[config.mk]
export PLATFORM = sky130hd
export DESIGN_NAME = hand_rx_fifo
export DESIGN_NICKNAME = d
export VERILOG_FILES = /design/src/rtl/hand_rx_fifo.sv
export SDC_FILE = /design/constraint.sdc
export NUM_CORES = 1
export LEC_CHECK = 0
export ABC_AREA = 1
export BUFFER_PORTS_ARGS = -buffer_cell sky130_fd_sc_hd__buf_2
export CORE_ASPECT_RATIO = 0.75
export CORE_UTILIZATION = 55
export CTS_CLUSTER_SIZE = 8
export DETAILED_ROUTE_END_ITERATION = 6
export PLACE_DENSITY = 0.84
export SYNTH_ARGS = -nofsm -noshare
export SYNTH_HDL_FRONTEND = slang
export SYNTH_SLANG_ARGS = --single-unit
[constraint.sdc]
create_clock -name rx_clk -period 3.29 [get_ports rx_clk]
set_input_delay 0.329 -clock rx_clk [delete_from_list [all_inputs] [get_ports rx_clk]]
set_output_delay 0.329 -clock rx_clk [all_outputs]
set_load 0.01 [all_outputs]
[src/rtl/hand_rx_fifo.sv]
// Receive side of a 4-phase req/ack handshake feeding a show-ahead FIFO; ack rises 3 edges after req.
// A full FIFO holds the handshake in IDLE, so ack is withheld and the sender stalls.
module hand_rx_fifo #(
  parameter int DW    = 8,
  parameter int DEPTH = 4,
  parameter int AW    = 2
) (
  input  logic          rx_clk,
  input  logic          reset_n,
  input  logic          req,
  input  logic [DW-1:0] rx_data_in,
  output logic          ack,
  output logic [DW-1:0] rx_data_out,
  output logic          rx_valid,
  input  logic          rx_ready,
  output logic [AW:0]   fifo_cnt,
  output logic          full
);

  typedef enum logic {IDLE, WAIT_LOW} state_t;

  state_t        r_state;
  logic          r_req_s1;
  logic          r_req_s2;
  logic          r_ack;
  logic [DW-1:0] r_mem [DEPTH];
  logic [AW-1:0] r_wptr;
  logic [AW-1:0] r_rptr;
  logic [AW:0]   r_cnt;

  logic          w_full;
  logic          w_push;
  logic          w_pop;

  // Full is judged on the current occupancy, so a same-cycle pop never lets a write through.
  assign w_full = (r_cnt == (AW+1)'(DEPTH));
  assign w_push = (r_state == IDLE) && r_req_s2 && !w_full;
  assign w_pop  = (r_cnt != '0) && rx_ready;

  always_ff @(posedge rx_clk or negedge reset_n) begin
    if (!reset_n) begin
      r_req_s1 <= 1'b0;
      r_req_s2 <= 1'b0;
    end else begin
      r_req_s1 <= req;
      r_req_s2 <= r_req_s1;
    end
  end

  always_ff @(posedge rx_clk or negedge reset_n) begin
    if (!reset_n) begin
      r_state <= IDLE;
      r_ack   <= 1'b0;
    end else begin
      case (r_state)
        IDLE: begin
          if (r_req_s2 && !w_full) begin
            r_ack   <= 1'b1;
            r_state <= WAIT_LOW;
          end
        end
        WAIT_LOW: begin
          if (!r_req_s2) begin
            r_ack   <= 1'b0;
            r_state <= IDLE;
          end
        end
        default: begin
          r_ack   <= 1'b0;
          r_state <= IDLE;
        end
      endcase
    end
  end

  // Data needs no synchroniser: the sender holds it stable well before req_s2 is seen.
  always_ff @(posedge rx_clk or negedge reset_n) begin
    if (!reset_n) begin
      for (int i = 0; i < DEPTH; i++) r_mem[i] <= '0;
      r_wptr <= '0;
    end else if (w_push) begin
      r_mem[r_wptr] <= rx_data_in;
      r_wptr        <= r_wptr + 1'b1;
    end
  end

  always_ff @(posedge rx_clk or negedge reset_n) begin
    if (!reset_n) begin
      r_rptr <= '0;
      r_cnt  <= '0;
    end else begin
      if (w_pop) r_rptr <= r_rptr + 1'b1;
      case ({w_push, w_pop})
        2'b10:   r_cnt <= r_cnt + 1'b1;
        2'b01:   r_cnt <= r_cnt - 1'b1;
        default: r_cnt <= r_cnt;
      endcase
    end
  end

  assign ack         = r_ack;
  assign rx_valid    = (r_cnt != '0);
  assign rx_data_out = r_mem[r_rptr];
  assign fifo_cnt    = r_cnt;
  assign full        = w_full;

endmodule
### Word-level counts from Yosys, hierarchy flattened

Cells that the tools add are included.

* bits in registers: 43
* input port bits: 12
* output and inout bits: 14
* word-level logic and storage cells: 48

* $add $sub $neg: 4
* $lt $le $gt $ge: 3
* equal/unequal tests: 5
* mux-type cells: 13
* bitwise logic cells: 3
* reduce and logical (&&, ||, !) cells: 9

Operator list (count)
* bitwise mux 32 bit: 1
* two-way mux 8 bit: 3
* binary-select mux 8 bit (select 2 bit): 1
* demux 8 bit (select 2 bit): 1
* greater-or-equal comparator 3 bit (second input constant): 2
* inverter 2 -> 3 bit: 2
* one-hot mux 3 bit (2 select lines): 1
* logical AND 1 bit: 5
* adder 2 x 1 -> 2 bit (second input constant): 2
* two-way mux 1 bit: 4
* one-hot mux 1 bit (2 select lines): 2
* adder 3 x 1 -> 3 bit (second input constant): 1
* equality test 3 bit (second input constant): 1
* < comparator 3 x 1 -> 1 bit (second input constant): 1
* nonzero test 3 bit: 1
* subtractor 3 x 1 -> 3 bit (second input constant): 1
* equality test 2 x 1 -> 1 bit (second input constant): 1
* equality test 2 bit (second input constant): 1
* inequality test 2 x 1 -> 1 bit (second input constant): 1
* inequality test 2 bit (second input constant): 1
* AND reduction 2 bit: 1
* nonzero test 2 bit: 1
* zero test 1 bit: 1
* inverter 1 bit: 1

### Depth between registers and ports, before layout

* word-level depth: 6
* gate-level depth with buffers: 12
* depth with buffers taken out: 12

### Worst setup path after synthesis

OpenSTA, ideal clock, no wires.

* kind: reg-to-reg
* from: register r_cnt[1], in the netlist fifo_cnt[1]
* to: register r_cnt[2], in the netlist fifo_cnt[2]
* setup time: 117 ps
* arrival: 1754 ps
* required time: 3173 ps
* path slack: 1419 ps
* cell stages (with the launch flop): 12
* buffers on the path: 1
* clock period less this slack: 1871 ps
* cells stage by stage: dfrtp_1 nor2_2 nand2_2 buf_6 nand2_1 ha_1 inv_1 fa_1 nand2_1 nand3_1 nand2_1 nand2_1

* cells in the longest elaborated chain, start to end: 5
* elaborated cells on any way between the ends: 11
* those cells by class: add/sub (2); eq/ne (3); mux (1); reduce/logical (5)

RTL lines
* start: declaration: line 29 `logic [AW:0] r_cnt;`
* start signal: assignment: line 94 `2'b10: r_cnt <= r_cnt + 1'b1;`
* start signal: assignment: line 95 `2'b01: r_cnt <= r_cnt - 1'b1;`
* start signal: assignment: line 96 `default: r_cnt <= r_cnt;`
* equality test 3 bit: line 36 `assign w_full = (r_cnt == (AW+1)'(DEPTH));`
* zero test 1 bit: line 37 `assign w_push = (r_state == IDLE) && r_req_s2 && !w_full;`
* logical AND 1 bit: line 37
* equality test 2 x 1 -> 1 bit / equality test 2 bit (equally long branches): line 93 `case ({w_push, w_pop})`
* one-hot mux 3 bit (2 select lines) / nonzero test 2 bit (equally long branches)

Several ways; a longest one is shown, not always the timed one.
A chain may end at the register's enable or synchronous reset.

### Worst setup path in the final report

* from: register r_rptr[0]
* to: output rx_data_out[4]

* cells in the longest elaborated chain, start to end: 4

RTL lines
* start: declaration: line 28 `logic [AW-1:0] r_rptr;`
* start signal: assignment: line 92 `if (w_pop) r_rptr <= r_rptr + 1'b1;`
* inverter 2 -> 3 bit (implied by the code): line 103 `assign rx_data_out = r_mem[r_rptr];`
* binary-select mux 8 bit (select 2 bit): line 103
* two-way mux 8 bit (implied by the code) (2 in a row): line 103
* end: declaration: line 13 `output logic [DW-1:0] rx_data_out,`

Every way passes these cells. The select of a mux whose other input is x is not followed.

==> metrics.md <==
| Metric | Value |
|---|---|
| Number of buffers on the longest clock path | `2` |
| Cell at the slowest stage of the critical path | `dfrtp_1` |
| Syn_nets | `278` |
| RR Startpoint | `r_state$_DFF_PN0_` |
| Slew Limit Fails | `0` |
| 1st-pass router iterations | `4` |
| Layout cell share with drive strength beyond 1 | `0.144` |
| Tightest Pin Transition | `~0.92 ns` |
| GRT Total Usage | `0.251` |
| Top delay family on crit path | `flip-flops` |
| DPL Wire Length | `just over 3 mm` |
| Hold depth | `1` |
| GPL Wtd Cong | `slightly below 0.8` |
| Crit path kind | `flop to output pin` |
| Reg clk slew, reported paths | `roughly 0.070 ns` |
| Synth unique cells | `20` |
| Top Ports | `26` |
| Floorplan row count | `19` |
| Worst skew pair latency | `0.30 ns` |
| Critical-path cell list | `inv_2 -> o21ai_0 -> o21ai_1 -> buf_2` |
| # setup viols final | `0` |
| Crit end category | `output pin` |
| Vias in the first global route | `1643` |
| Core area | `around 3700 um^2` |
| Clock Sinks | `43` |
| Total CTS buffers | `5` |
| Max cap viols | `0` |
| Detailed router's first-iteration violation count | `about 190` |
| Setup TNS | `0 ns` |
| Cell area after synthesis | `2190 um^2` |
| Worst Skew | `0.00584 ns` |
| RSZ-0062 raised after global routing | `no` |
| R2r setup slk | `between 1 and 1.5 ns` |
| Hold path start | `req` |
| Post-Route WL | `4.60 mm` |
| Worst path arrival time | `between 1.5 and 2 ns` |
| Synth warn | `0` |
| Hold_buf cts | `0` |
| Worst r2r dst | `fifo_cnt[1]$_DFFE_PN0P_` |
| Worst Hold Path EP | `r_req_s1$_DFF_PN0_` |
| ANT cells | `0` |
| Reg2Reg Depth | `7` |
| Height of the die | `56.7 um` |
| First-pass GRT wire length | `around 7.8 mm` |
| Area Overhead vs Synth | `5.99%` |
| Die W | `74.9 um` |
| Syn avg cell area | `between 8 and 9 um^2` |
| Via density | `approximately 5.5` |
| Final hold vios | `0` |
| Final Cycle Share | `0.670` |
| Most frequent cells in the layout | `nand2_1, dfrtp_1, nand4_1, buf_2, nor2_1` |
| Critical path buffer and inverter count | `2` |
| Min Tclk post-route | `between 2 and 2.5 ns` |
| Antenna violations before repair | `0` |
| Nets | `between 200 and 300` |
| Sequential-to-total area share from yosys stat | `0.490` |
| Leakage | `between 1 and 1.5 nW` |
| Post-layout util | `0.623` |
| Largest stage delay, worst path | `roughly 0.79 ns` |
| Starting Density | `0.588` |
| Post-CTS Setup Bufs | `0` |
| Outcome | `complete, no violations` |
| Yosys reg bits | `43` |
| Grt total ovfl | `0` |
| Commonest non-fill, non-tap cell in the layout | `nand2_1` |
| Root buf cell | `clkbuf_8` |
| FMAX | `between 0.4 and 0.5 GHz` |
| CP startpoint kind | `flop` |
| Vias | `1815` |
| Post-route ant nets | `0` |
| Largest net degree at the start of global routing | `44` |
| DRC | `0` |
| Gate Count Post-Synth | `between 200 and 300` |
| Htree depth | `2` |
| WL/cell | `approximately 14 um` |
| Hold Crit Class | `input pin to flop` |
| Required @ worst endpoint | `2.96 ns` |
| Largest vdd supply drop | `approximately 0.43 mV` |
| Crit Path Max Fanout | `19` |
| Resized cells post-CTS | `0` |
| Die Area | `around 4200 um^2` |
| Number of port buffers | `25` |
| Pwr dens | `approximately 1000 nW/um^2` |
| CTS tree | `built` |
| Worst slew margin | `0.389` |
==> final cells by class <==
| type | instances | area [um^2] |
|---|---|---|
| fill | 337 | 1410 |
| timing repair buffer | 27 | 140 |
| sequential | 43 | 1080 |
| multi-input combinational | 187 | 920 |
| clock buffer | 6 | 72.6 |
| inverter | 14 | 52.6 |
| tap | 52 | 65.1 |
==> synth_stat cells <==
library cell / count / share of area
buf_2: 6 / 0.014
xnor2_1: 1 / 0.0040
nand3_2: 1 / 0.0046
buf_8: 3 / 0.021
nand3_1: 7 / 0.016
buf_6: 5 / 0.026
nand3_4: 1 / 0.0080
nor2_1: 24 / 0.041
nand2_2: 1 / 0.0029
ha_1: 5 / 0.029
buf_4: 2 / 0.0068
nand4_1: 33 / 0.094
nor2_2: 2 / 0.0057
o21ai_0: 22 / 0.050
inv_2: 3 / 0.0051
fa_1: 1 / 0.0091
o21ai_1: 5 / 0.011
nand2_1: 84 / 0.14
inv_1: 11 / 0.019
dfrtp_1: 43 / 0.49
==> layer usage <==
| metal | vias to the layer above | track usage | share of wire |
|---|---|---|---|
| met5 | - | 0 | 0 |
| met4 | 0 | 0.0701 | 0.014 |
| met3 | 7 | 0.0826 | 0.062 |
| met2 | 49 | 0.347 | 0.44 |
| met1 | 862 | 0.376 | 0.48 |
| li1 | 897 | - | - |
==> logic make-up (layout without fill, tap and decap cells) <==
group / count (synthesis) / after routing / synth area share
simple gates: 153 / 153 / 0.316
flops: 43 / 43 / 0.490
buf+inv: 30 / 47 / 0.0906
compound gates: 27 / 27 / 0.0616
fa+ha+maj: 6 / 6 / 0.0376
xor+xnor: 1 / 1 / 0.00399
==> flip-flops by register name, summed over array words and instances, names as in the netlist <==
signal and count:
r_mem 32, r_rptr 2, r_req_s2 1, r_req_s1 1
r_state 1, fifo_cnt 3, r_wptr 2, ack 1
==> worst reg2reg max path, delay by kind of cell (launching register included) <==
kind,cells,cell delay [ns]
flip-flops,1,0.39
AO/OA/AOI/OAI,1,0.16
adder cells (fa/ha/maj),2,0.65
AND/OR/NAND/NOR,2,0.29
buffers and inverters,2,0.43
==> worst max-delay path by stage <==
stage                                  startpoint                      end  slack (ns)  cells after the start
after floorplan           fifo_cnt[1]$_DFFE_PN0P_  fifo_cnt[2]$_DFFE_PN0P_        1.42                     11
after global placement          r_state$_DFF_PN0_  fifo_cnt[1]$_DFFE_PN0P_        1.36                      7
after detailed placement        r_state$_DFF_PN0_  fifo_cnt[1]$_DFFE_PN0P_        1.29                      7
after CTS                   r_rptr[0]$_DFFE_PN0P_           rx_data_out[4]        1.09                      4
after global routing        r_rptr[0]$_DFFE_PN0P_           rx_data_out[3]        0.93                      4
final                       r_rptr[0]$_DFFE_PN0P_           rx_data_out[4]        1.08                      4
==> power breakdown <==
part	internal, mW	switching, mW
combinational	0.386	0.686
sequential	0.783	0.191
clock	0.142	0.168
total	1.31	1.04
==> stage by stage <==
stage,setup WS [ns],std cells,power (mW),cell area (um^2),hold slack (ns)
2_1_floorplan,1.42,260,1.79,2190,0.0334
3_3_place_gp,1.36,323,2.01,2250,0.334
3_5_place_dp,1.29,323,2.06,2250,0.336
4_1_cts,1.09,329,2.36,2330,0.121
5_1_grt,0.934,329,2.58,2330,0.120
6_report,1.08,329,2.36,2330,0.132
(Power assumes the default switching activity.)
